`config.mk`:
```
export PLATFORM = sky130hd
export DESIGN_NAME = bp_cce_mmio_cfg_endpoint
export DESIGN_NICKNAME = d
export VERILOG_FILES = /design/src/rtl/bp_cce_mmio_cfg_endpoint_pkg.sv /design/src/rtl/bp_common_cfg_link_pkg.sv /design/src/rtl/bp_common_pkg.sv /design/src/rtl/bp_cce_mmio_cfg_reg_file.sv /design/src/rtl/bsg_dff_reset_en.sv /design/src/rtl/bp_cce_mmio_cfg_endpoint.sv
export SDC_FILE = /design/constraint.sdc
export NUM_CORES = 1
export LEC_CHECK = 0
export CORE_AREA = 2 2 153 155
export CTS_CLUSTER_DIAMETER = 60
export CTS_CLUSTER_SIZE = 16
export DETAILED_ROUTE_END_ITERATION = 6
export DIE_AREA = 0 0 155 157
export PLACE_DENSITY_LB_ADDON = 0.12
export RECOVER_POWER = 100
export SETUP_SLACK_MARGIN = 0.2
export SYNTH_ARGS = -nofsm -noshare
export SYNTH_HDL_FRONTEND = slang
export SYNTH_SLANG_ARGS = --single-unit
```
`constraint.sdc`:
```
create_clock -name clk_i -period 9.3 [get_ports clk_i]
set_input_delay 1.395 -clock clk_i [delete_from_list [all_inputs] [get_ports clk_i]]
set_output_delay 1.395 -clock clk_i [all_outputs]
set_load 0.05 [all_outputs]
```
`src/rtl/bp_cce_mmio_cfg_endpoint_pkg.sv`:
```
// Types private to the cfg endpoint.
package bp_cce_mmio_cfg_endpoint_pkg;

    typedef enum logic [1:0] {
        e_ready      = 2'd0,
        e_ucode_wait = 2'd1,
        e_resp       = 2'd2
    } cfg_state_e;

endpackage

```
`src/rtl/bp_common_cfg_link_pkg.sv`:
```
// Local (tile-internal) address map of the cfg device: address layout, device id, register offsets.
package bp_common_cfg_link_pkg;

    typedef struct packed {
        logic [15:0] nonlocal;
        logic [3:0]  cce;
        logic [3:0]  dev;
        logic [15:0] addr;
    } bp_local_addr_s;

    localparam logic [3:0]  cfg_dev_gp = 4'h2;

    localparam logic [15:0] bp_cfg_reg_reset_gp          = 16'h0001;
    localparam logic [15:0] bp_cfg_reg_freeze_gp         = 16'h0002;
    localparam logic [15:0] bp_cfg_reg_npc_gp            = 16'h0010;
    localparam logic [15:0] bp_cfg_reg_icache_mode_gp    = 16'h0022;
    localparam logic [15:0] bp_cfg_reg_dcache_mode_gp    = 16'h0043;
    localparam logic [15:0] bp_cfg_reg_cce_mode_gp       = 16'h0081;
    localparam logic [15:0] bp_cfg_mem_base_cce_ucode_gp = 16'h8000;

endpackage

```
`src/rtl/bp_common_pkg.sv`:
```
// Common io message encodings and cache/CCE mode values shared across the tile.
package bp_common_pkg;

    localparam int io_msg_type_width_gp = 4;
    localparam int io_msg_size_width_gp = 3;

    typedef enum logic [3:0] {
        e_cce_io_rd = 4'b0000,
        e_cce_io_wr = 4'b0001
    } bp_cce_io_type_e;

    typedef enum logic [2:0] {
        e_io_size_1 = 3'b000,
        e_io_size_2 = 3'b001,
        e_io_size_4 = 3'b010,
        e_io_size_8 = 3'b011
    } bp_io_size_e;

    typedef enum logic {
        e_lce_mode_uncached = 1'b0,
        e_lce_mode_normal   = 1'b1
    } bp_lce_mode_e;

    typedef enum logic {
        e_cce_mode_uncached = 1'b0,
        e_cce_mode_normal   = 1'b1
    } bp_cce_mode_e;

endpackage

```
`src/rtl/bp_cce_mmio_cfg_reg_file.sv`:
```
// Tile config registers with combinational read mux; writes commit on the edge w_v_i is high.
// Zero latency read, no backpressure; unmapped addresses read zero and ignore writes.
module bp_cce_mmio_cfg_reg_file
    import bp_common_pkg::*;
    import bp_common_cfg_link_pkg::*;
#(
    parameter int cfg_addr_width_p = 16,
    parameter int dword_width_p    = 64,
    parameter int vaddr_width_p    = 39
) (
    input  logic                        clk_i,
    input  logic                        reset_n_i,
    input  logic                        w_v_i,
    input  logic [cfg_addr_width_p-1:0] addr_i,
    input  logic [vaddr_width_p-1:0]    data_i,
    output logic [dword_width_p-1:0]    data_o,
    output logic                        reset_o,
    output logic                        freeze_o,
    output logic                        icache_mode_o,
    output logic                        dcache_mode_o,
    output logic                        cce_mode_o,
    output logic [vaddr_width_p-1:0]    npc_o,
    output logic                        npc_w_v_o
);

    logic reset_li;
    logic w_reset, w_freeze, w_icache, w_dcache, w_cce, w_npc;

    assign reset_li = ~reset_n_i;
    assign w_reset  = w_v_i & (addr_i == bp_cfg_reg_reset_gp);
    assign w_freeze = w_v_i & (addr_i == bp_cfg_reg_freeze_gp);
    assign w_icache = w_v_i & (addr_i == bp_cfg_reg_icache_mode_gp);
    assign w_dcache = w_v_i & (addr_i == bp_cfg_reg_dcache_mode_gp);
    assign w_cce    = w_v_i & (addr_i == bp_cfg_reg_cce_mode_gp);
    assign w_npc    = w_v_i & (addr_i == bp_cfg_reg_npc_gp);
    assign npc_w_v_o = w_npc;

    // Tile comes out of reset held in reset and frozen until software releases it.
    bsg_dff_reset_en #(.width_p(1), .reset_val_p(1'b1)) reset_reg (
        .clk_i(clk_i), .reset_i(reset_li), .en_i(w_reset), .data_i(data_i[0]), .data_o(reset_o)
    );
    bsg_dff_reset_en #(.width_p(1), .reset_val_p(1'b1)) freeze_reg (
        .clk_i(clk_i), .reset_i(reset_li), .en_i(w_freeze), .data_i(data_i[0]), .data_o(freeze_o)
    );
    bsg_dff_reset_en #(.width_p(1), .reset_val_p(e_lce_mode_uncached)) icache_mode_reg (
        .clk_i(clk_i), .reset_i(reset_li), .en_i(w_icache), .data_i(data_i[0]), .data_o(icache_mode_o)
    );
    bsg_dff_reset_en #(.width_p(1), .reset_val_p(e_lce_mode_uncached)) dcache_mode_reg (
        .clk_i(clk_i), .reset_i(reset_li), .en_i(w_dcache), .data_i(data_i[0]), .data_o(dcache_mode_o)
    );
    bsg_dff_reset_en #(.width_p(1), .reset_val_p(e_cce_mode_uncached)) cce_mode_reg (
        .clk_i(clk_i), .reset_i(reset_li), .en_i(w_cce), .data_i(data_i[0]), .data_o(cce_mode_o)
    );
    bsg_dff_reset_en #(.width_p(vaddr_width_p), .reset_val_p('0)) npc_reg (
        .clk_i(clk_i), .reset_i(reset_li), .en_i(w_npc), .data_i(data_i), .data_o(npc_o)
    );

    always_comb begin
        data_o = '0;
        case (addr_i)
            bp_cfg_reg_reset_gp:       data_o[0] = reset_o;
            bp_cfg_reg_freeze_gp:      data_o[0] = freeze_o;
            bp_cfg_reg_icache_mode_gp: data_o[0] = icache_mode_o;
            bp_cfg_reg_dcache_mode_gp: data_o[0] = dcache_mode_o;
            bp_cfg_reg_cce_mode_gp:    data_o[0] = cce_mode_o;
            bp_cfg_reg_npc_gp:         data_o[vaddr_width_p-1:0] = npc_o;
            default:                   data_o = '0;
        endcase
    end

endmodule

```
`src/rtl/bsg_dff_reset_en.sv`:
```
// Enabled flop with synchronous active-high reset to a parameterised value.
module bsg_dff_reset_en #(
    parameter int                 width_p     = 1,
    parameter logic [width_p-1:0] reset_val_p = '0
) (
    input  logic               clk_i,
    input  logic               reset_i,
    input  logic               en_i,
    input  logic [width_p-1:0] data_i,
    output logic [width_p-1:0] data_o
);

    always_ff @(posedge clk_i) begin
        if (reset_i) begin
            data_o <= reset_val_p;
        end else if (en_i) begin
            data_o <= data_i;
        end
    end

endmodule

```
`src/rtl/bp_cce_mmio_cfg_endpoint.sv`:
```
// Cfg-network endpoint: decodes io_cmd, writes tile config regs / CCE ucode RAM, returns one io_resp each.
// Response 1 cycle after accept (2 for ucode reads); one command in flight, holds response until ready.
module bp_cce_mmio_cfg_endpoint
    import bp_common_pkg::*;
    import bp_common_cfg_link_pkg::*;
    import bp_cce_mmio_cfg_endpoint_pkg::*;
#(
    parameter int paddr_width_p         = 40,
    parameter int dword_width_p         = 64,
    parameter int lce_id_width_p        = 4,
    parameter int cfg_addr_width_p      = 16,
    parameter int cce_id_width_p        = 4,
    parameter int inst_ram_addr_width_p = 8,
    parameter int inst_width_p          = 48,
    parameter int vaddr_width_p         = 39,
    localparam int cce_io_msg_width_lp  = io_msg_type_width_gp + io_msg_size_width_gp
                                          + lce_id_width_p + paddr_width_p + dword_width_p
) (
    input  logic                             clk_i,
    input  logic                             reset_n_i,
    input  logic [cce_id_width_p-1:0]        cce_id_i,
    input  logic [cce_io_msg_width_lp-1:0]   io_cmd_i,
    input  logic                             io_cmd_v_i,
    output logic                             io_cmd_yumi_o,
    output logic [cce_io_msg_width_lp-1:0]   io_resp_o,
    output logic                             io_resp_v_o,
    input  logic                             io_resp_ready_i,
    output logic                             reset_o,
    output logic                             freeze_o,
    output logic                             icache_mode_o,
    output logic                             dcache_mode_o,
    output logic                             cce_mode_o,
    output logic [vaddr_width_p-1:0]         npc_o,
    output logic                             npc_w_v_o,
    output logic                             ucode_w_v_o,
    output logic                             ucode_r_v_o,
    output logic [inst_ram_addr_width_p-1:0] ucode_addr_o,
    output logic [inst_width_p-1:0]          ucode_data_o,
    input  logic [inst_width_p-1:0]          ucode_data_i
);

    localparam int addr_lsb_lp    = dword_width_p;
    localparam int payload_lsb_lp = addr_lsb_lp + paddr_width_p;
    localparam int size_lsb_lp    = payload_lsb_lp + lce_id_width_p;
    localparam int type_lsb_lp    = size_lsb_lp + io_msg_size_width_gp;

    logic [dword_width_p-1:0]         cmd_data;
    logic [paddr_width_p-1:0]         cmd_addr;
    logic [lce_id_width_p-1:0]        cmd_payload;
    logic [io_msg_size_width_gp-1:0]  cmd_size;
    logic [io_msg_type_width_gp-1:0]  cmd_type;
    bp_local_addr_s                   local_addr;

    assign cmd_data    = io_cmd_i[dword_width_p-1:0];
    assign cmd_addr    = io_cmd_i[addr_lsb_lp +: paddr_width_p];
    assign cmd_payload = io_cmd_i[payload_lsb_lp +: lce_id_width_p];
    assign cmd_size    = io_cmd_i[size_lsb_lp +: io_msg_size_width_gp];
    assign cmd_type    = io_cmd_i[type_lsb_lp +: io_msg_type_width_gp];
    assign local_addr  = cmd_addr;

    // Only the low instruction-width bits of the write data are meaningful to any target.
    logic unused_cmd_data_hi;
    assign unused_cmd_data_hi = ^cmd_data[dword_width_p-1:inst_width_p];

    logic hit, ucode_sel, is_wr, is_rd, reg_w_v;
    assign hit       = ~|local_addr.nonlocal & (local_addr.cce == cce_id_i) & (local_addr.dev == cfg_dev_gp);
    assign ucode_sel = local_addr.addr[cfg_addr_width_p-1:inst_ram_addr_width_p]
                       == bp_cfg_mem_base_cce_ucode_gp[cfg_addr_width_p-1:inst_ram_addr_width_p];
    assign is_wr     = (cmd_type == e_cce_io_wr);
    assign is_rd     = (cmd_type == e_cce_io_rd);

    assign ucode_addr_o = local_addr.addr[inst_ram_addr_width_p-1:0];
    assign ucode_data_o = cmd_data[inst_width_p-1:0];

    logic [dword_width_p-1:0] rf_data;

    bp_cce_mmio_cfg_reg_file #(
        .cfg_addr_width_p(cfg_addr_width_p),
        .dword_width_p   (dword_width_p),
        .vaddr_width_p   (vaddr_width_p)
    ) reg_file (
        .clk_i        (clk_i),
        .reset_n_i    (reset_n_i),
        .w_v_i        (reg_w_v),
        .addr_i       (local_addr.addr),
        .data_i       (cmd_data[vaddr_width_p-1:0]),
        .data_o       (rf_data),
        .reset_o      (reset_o),
        .freeze_o     (freeze_o),
        .icache_mode_o(icache_mode_o),
        .dcache_mode_o(dcache_mode_o),
        .cce_mode_o   (cce_mode_o),
        .npc_o        (npc_o),
        .npc_w_v_o    (npc_w_v_o)
    );

    cfg_state_e state_r, state_n;

    always_ff @(posedge clk_i) begin
        if (!reset_n_i) begin
            state_r <= e_ready;
        end else begin
            state_r <= state_n;
        end
    end

    always_comb begin
        state_n = state_r;
        case (state_r)
            e_ready:      if (io_cmd_yumi_o) state_n = ucode_r_v_o ? e_ucode_wait : e_resp;
            e_ucode_wait: state_n = e_resp;
            e_resp:       if (io_resp_ready_i) state_n = e_ready;
            default:      state_n = e_ready;
        endcase
    end

    // Reset gates acceptance so no strobe or register write can fire while reset is held.
    always_comb begin
        io_cmd_yumi_o = 1'b0;
        io_resp_v_o   = 1'b0;
        case (state_r)
            e_ready: io_cmd_yumi_o = io_cmd_v_i & reset_n_i;
            e_resp:  io_resp_v_o   = 1'b1;
            default: ;
        endcase
        reg_w_v     = io_cmd_yumi_o & hit & ~ucode_sel & is_wr;
        ucode_w_v_o = io_cmd_yumi_o & hit & ucode_sel & is_wr;
        ucode_r_v_o = io_cmd_yumi_o & hit & ucode_sel & is_rd;
    end

    logic [io_msg_type_width_gp-1:0] resp_type_r;
    logic [io_msg_size_width_gp-1:0] resp_size_r;
    logic [lce_id_width_p-1:0]       resp_payload_r;
    logic [paddr_width_p-1:0]        resp_addr_r;
    logic [dword_width_p-1:0]        resp_data_r;

    always_ff @(posedge clk_i) begin
        if (io_cmd_yumi_o) begin
            resp_type_r    <= cmd_type;
            resp_size_r    <= cmd_size;
            resp_payload_r <= cmd_payload;
            resp_addr_r    <= cmd_addr;
            resp_data_r    <= (hit & is_rd & ~ucode_sel) ? rf_data : '0;
        end else if (state_r == e_ucode_wait) begin
            resp_data_r    <= {{(dword_width_p-inst_width_p){1'b0}}, ucode_data_i};
        end
    end

    assign io_resp_o = {resp_type_r, resp_size_r, resp_payload_r, resp_addr_r, resp_data_r};

endmodule

```
== After elaboration in Yosys (flattened, before gate mapping) ==
Cells that the tools add are included.

* Logic and storage cells: 61
* Output and inout port bits: 220
* Bits in registers: 161

* Bitwise logic cells: 18
* Muxes and demuxes: 11
* Reduce and logical (&&, ||, !) cells: 6
* Eq/ne operators: 14

{| class="wikitable"
|+ Operators with widths
! kind !! number
|-
| 64-bit 2-to-1 mux || 2
|-
| 39-bit 2-to-1 mux || 1
|-
| 38-bit 2-to-1 mux || 1
|-
| 1-bit bitwise AND || 17
|-
| 16-bit by 1-bit == test with 1-bit output, second input constant || 1
|-
| 16-bit by 2-bit == test with 1-bit output, second input constant || 1
|-
| 16-bit by 5-bit == test with 1-bit output, second input constant || 1
|-
| 16-bit by 6-bit == test with 1-bit output, second input constant || 1
|-
| 16-bit by 7-bit == test with 1-bit output, second input constant || 1
|-
| 16-bit by 8-bit == test with 1-bit output, second input constant || 1
|-
| 16-bit OR reduction || 1
|-
| 8-bit == test, second input constant || 1
|-
| 2-bit 2-to-1 mux || 3
|-
| 1-bit one-hot mux with 6 select lines || 1
|-
| 2-bit one-hot mux with 3 select lines || 1
|-
| 4-bit by 1-bit == test with 1-bit output, second input constant || 1
|-
| 4-bit by 2-bit == test with 1-bit output, second input constant || 1
|-
| 4-bit == test || 1
|-
| 4-bit zero test || 1
|-
| 2-bit inequality test, second input constant || 2
|-
| 2-bit by 1-bit == test with 1-bit output, second input constant || 1
|-
| 2-bit == test, second input constant || 1
|-
| 2-bit zero test || 1
|-
| 1-bit 2-to-1 mux || 2
|-
| other kinds (4) || 4
|}

== Longest topological paths before layout ==
* Depth in word-level cells: 10
* Depth in mapped cells: 10

== Modules after synthesis ==
Synthesis repeated with hierarchy kept, for this count alone.

* Cells, all modules: 522
* Area total of the unflattened synthesis: 7051.8 um^2

{| class="wikitable"
|+ By module, submodules not included
! module !! sequential area each (um^2) !! times used !! cells an instance !! area an instance (um^2)
|-
| bp_cce_mmio_cfg_endpoint || 3493.4 || 1 || 283 || 4790.8
|-
| bsg_dff_reset_en (reg_file.npc_reg) || 780.7 || 1 || 126 || 1400.1
|-
| bp_cce_mmio_cfg_reg_file || 0.0 || 1 || 98 || 689.4
|-
| bsg_dff_reset_en (reg_file.cce_mode_reg ...) || 20.0 || 3 || 3 || 33.8
|-
| bsg_dff_reset_en (reg_file.freeze_reg ...) || 20.0 || 2 || 3 || 35.0
|}

== Worst setup path after synthesis ==
OpenSTA, ideal clock, no wires.

* Kind: input to output
* Start point: input port reset_n_i
* End point: output port io_cmd_yumi_o
* Stages on the path: 5
* Path slack: 3.817 ns
* Data arrival time: 4.088 ns
* Path through: inv_2 -> or4_1 -> clkbuf_1 -> inv_2 -> clkbuf_1

* Longest elaborated chain between the ends: 2

{| class="wikitable"
|+ Ends and longest elaborated chain
! what !! RTL line !! source
|-
| start, declared || bp_cce_mmio_cfg_endpoint.sv:20 || <nowiki>input logic reset_n_i,</nowiki>
|-
| 1-bit bitwise AND || bp_cce_mmio_cfg_endpoint.sv:122 || <nowiki>e_ready: io_cmd_yumi_o = io_cmd_v_i & reset_n_i;</nowiki>
|-
| 1-bit 2-to-1 mux || bp_cce_mmio_cfg_endpoint.sv:121 || <nowiki>case (state_r)</nowiki>
|-
| end, declared || bp_cce_mmio_cfg_endpoint.sv:24 || <nowiki>output logic io_cmd_yumi_o,</nowiki>
|}

No other way between the ends.

== Worst setup path in the final report ==
* Start point: input port reset_n_i
* End point: output port npc_w_v_o

* Longest elaborated chain between the ends: 6

{| class="wikitable"
|+ Ends and longest elaborated chain
! what !! RTL line !! source
|-
| 1-bit bitwise AND || bp_cce_mmio_cfg_endpoint.sv:122 ||
|-
| 1-bit 2-to-1 mux || bp_cce_mmio_cfg_endpoint.sv:121 ||
|-
| 1-bit bitwise AND (3 in a row) || bp_cce_mmio_cfg_endpoint.sv:126 || <nowiki>reg_w_v = io_cmd_yumi_o & hit & ~ucode_sel & is_wr;</nowiki>
|-
| 1-bit bitwise AND || bp_cce_mmio_cfg_reg_file.sv:35 || <nowiki>assign w_npc = w_v_i & (addr_i == bp_cfg_reg_npc_gp);</nowiki>
|-
| end, declared || bp_cce_mmio_cfg_endpoint.sv:34 || <nowiki>output logic npc_w_v_o,</nowiki>
|}

No other way between the ends.

==> run summary <==
Iter 0 DRT Violations - 262
gpl congestion - 0.739
CP max stage cell - or4_1
Ports - 391
Post-synth top flop - edfxtp_1
count leader, synth - edfxtp_1
Max Slew Vio Count - 169
# setup viols final - 0
FF+latch count, synth - 145
total core area - 0.0225 mm2
final core occ - 43.7%
initial core utilization - 27.0%
Die Span X - 155 um
Worst Setup Start Kind - input pin
count of input and output buffers - 340
fin crit share - 85.4%
Reg power frac - 43.3%
Setup TNS - 0 ps
crit path kind - input pin to output port
min cycle time layout - 7950 ps
register area share after synthesis - 64.1%
first-pass GRT wire length - 30.4 mm
CTS buffer count - 17
H-tree levels - 4
EDFF count, synth - 99
Peak Freq - 0.126 GHz
P_leak - 3.56 nW
post-synth top area cell - edfxtp_1
adder-cell share of the synthesized area - 0%
HPWL after detailed placement - 14.7 mm
# fillers - 2120
via count - 4945
GR Overflow Total - 0
final WL - 20.6 mm
top cells by area, synth - edfxtp_1 (49%), dfxtp_1 (15%), buf_4 (9.4%)
# DRC - 0
CP Capture Type - output port
async set or reset register ratio after synthesis - 0%
Yosys warning count - 0
Cell Int Power - 0.00119 W
nets - 945
Die Height - 157 um
Sink Count - 145
Synth top cells by count - edfxtp_1 (99), buf_4 (76), dfxtp_1 (46), nand3_1 (46), a21oi_1 (41)
Avg Inst Size Synth - 12.2 um2
sw frac - 28.2%
outcome - complete, but fails checks
largest stage delay on the critical path - 1290 ps
worst reg2reg path startpoint - state_r[1]$_SDFFE_PN0P_
Vias/cell - 4.60
CTS clock-pin slew for the worst setup and hold paths - 60 ps
CTS tree - built
CP startpoint - reset_n_i
R2R depth - 7
vias in the first global route - 5043
max-cap violations - 4
failing checks - capacitance limit, slew limit
hold_buf cts - 0
relative slew slack - -101%
post-synthesis mux area share - 0.824%
Syn-to-layout area delta - 61.9%
crit-path cells - dlygate4sd3_1 > inv_2 > or4_1 > inv_1 > and4_1 > nand3_1 > buf_4 > nor2_1 > clkdlybuf4s50_1
Cell Pwr Density - 169 mW/mm2
global-route total usage across every layer - 16.5%
clk root buf - clkbuf_16
Clock power frac - 40.2%
Post-Route Skew - 9.85 ps
antenna violations before repair - 2
Final ANT Viol Nets - 0
Hold Path Class - flop to flop
Die ar. - 0.0243 mm2
crit path DAT - 6550 ps
XOR/XNOR Fraction of Synth Area - 0.576%
largest family of logic cells by synthesized area - compound AO/OA/AOI/OAI gates
Reg2Reg Setup Slack - 4600 ps
Multi-input gate area - 0.00156 mm2
CP required - 7910 ps
final hold vios - 0
Critical Path Fanout Max - 44
Avg WL per Cell - 19.2 um
Simple-Gate Fraction of Synth Area - 10.0%
IR Drop Worst-Case VDD - 0.0841 mV
Synth top area share - 48.9%
Post-Syn Instances - 497
Critical R2R Capture - resp_data_r[23]$_DFFE_PP_
register area - 0.00389 mm2
first drt pass iteration count - 4
area fraction in compound gates after synthesis - 13.1%
Psw - 0.000467 W
CP endpoint - npc_w_v_o
CTS-repair resized insts - 0
clock insertion delay at the later pin of the skew report - 410 ps
Synth Cell Area - 0.00608 mm2
unrepaired setup endpoints after global routing - false
share of cells above drive strength 1 - 4.96%
CTS Buffer Depth - 2
largest net degree at the start of global routing - 64
Logic pwr share - 16.5%
Post-CTS Setup Inserts - 0
Row Count - 55
count of cell types in the netlist - 37
Tightest Pin Transition - 3010 ps
## state kept, by name, indices dropped and copies added (netlist names), 2 cells and up
name	count
resp_payload_r	4
resp_data_r	48
resp_type_r	4
resp_addr_r	40
resp_size_r	3
reg_file.npc_reg.data_o	39
state_r	2
## critical path: cells and delay by family
family / cells / cell delay, ps
buf+inv: 5 / 2620
simple gates: 4 / 2520
## per-stage QoR
step	area [um2]	total power (W)	worst slack [ps]	hold WS, ps	instances
after floorplan	6130	0.000917	3820	549	512
final	9840	0.00166	1350	487	1074
after detailed placement	9270	0.00102	1870	483	1040
after global routing	9840	0.00172	823	505	1074
after global placement	9270	0.00102	1960	466	1040
after CTS	9850	0.00170	1870	489	1072
## layout by cell type (no fill, tap or decap), types with 5 or more instances in the layout
cell type        count
dlygate4sd3_1      245
edfxtp_1            99
clkdlybuf4s50_1     95
nand3_1             46
dfxtp_1             46
a21oi_1             41
a22o_1              39
o21ai_0             39
clkbuf_16           17
conb_1              16
nor2b_1             11
nor2_1              10
nor4_1               9
nand2_1              6
and3_1               5
mux2i_1              5
## worst min path at each step
stage | start | to | slack (ps) | cells after the start
floorplan | state_r[0]$_SDFFE_PN0P_ | state_r[1]$_SDFFE_PN0P_ | 550 | 2
global route | reg_file.npc_reg.data_o[32]$_SDFFE_PN0P_ | reg_file.npc_reg.data_o[32]$_SDFFE_PN0P_ | 510 | 2
finish | reg_file.npc_reg.data_o[36]$_SDFFE_PN0P_ | reg_file.npc_reg.data_o[36]$_SDFFE_PN0P_ | 490 | 2
global placement | reg_file.cce_mode_reg.data_o$_SDFFE_PN0P_ | reg_file.cce_mode_reg.data_o$_SDFFE_PN0P_ | 470 | 2
CTS | reg_file.npc_reg.data_o[32]$_SDFFE_PN0P_ | reg_file.npc_reg.data_o[32]$_SDFFE_PN0P_ | 490 | 2
detailed placement | reg_file.npc_reg.data_o[37]$_SDFFE_PN0P_ | reg_file.npc_reg.data_o[37]$_SDFFE_PN0P_ | 480 | 2
## logic make-up after synthesis
logic type      Yosys count
xor+xnor                  4
buf+inv                 105
simple gates            111
mux                       5
compound gates          126
other cells               1
flops                   145
## routing by layer
metal | track usage [%] | wire length, um | vias up
met5 | 0 | 0 | -
met3 | 4.07 | 1310 | 34
met4 | 6.83 | 514 | 0
li1 | - | - | 2343
met2 | 29.5 | 10600 | 211
met1 | 19.0 | 8170 | 2357
## final cells by class
type / instances / share of cell area (%)
diodes: 2 / 0.0509
well taps: 285 / 3.62
multi-input cells: 262 / 15.9
inverters: 3 / 0.114
repair buffers: 345 / 34.9
clock inverters: 14 / 1.46
flip-flops and latches: 145 / 39.6
clock buffers: 18 / 4.36
## power by group through the flow
stage	Clock [W]	Sequential (W)	Combinational, W
finish	0.000667	0.000719	0.000273
global route	0.000713	0.000720	0.000285
CTS	0.000686	0.000719	0.000291
detailed placement	0	0.000733	0.000290
global placement	0	0.000732	0.000289
floorplan	0	0.000799	0.000118
Power figures use the tool's default switching activity.
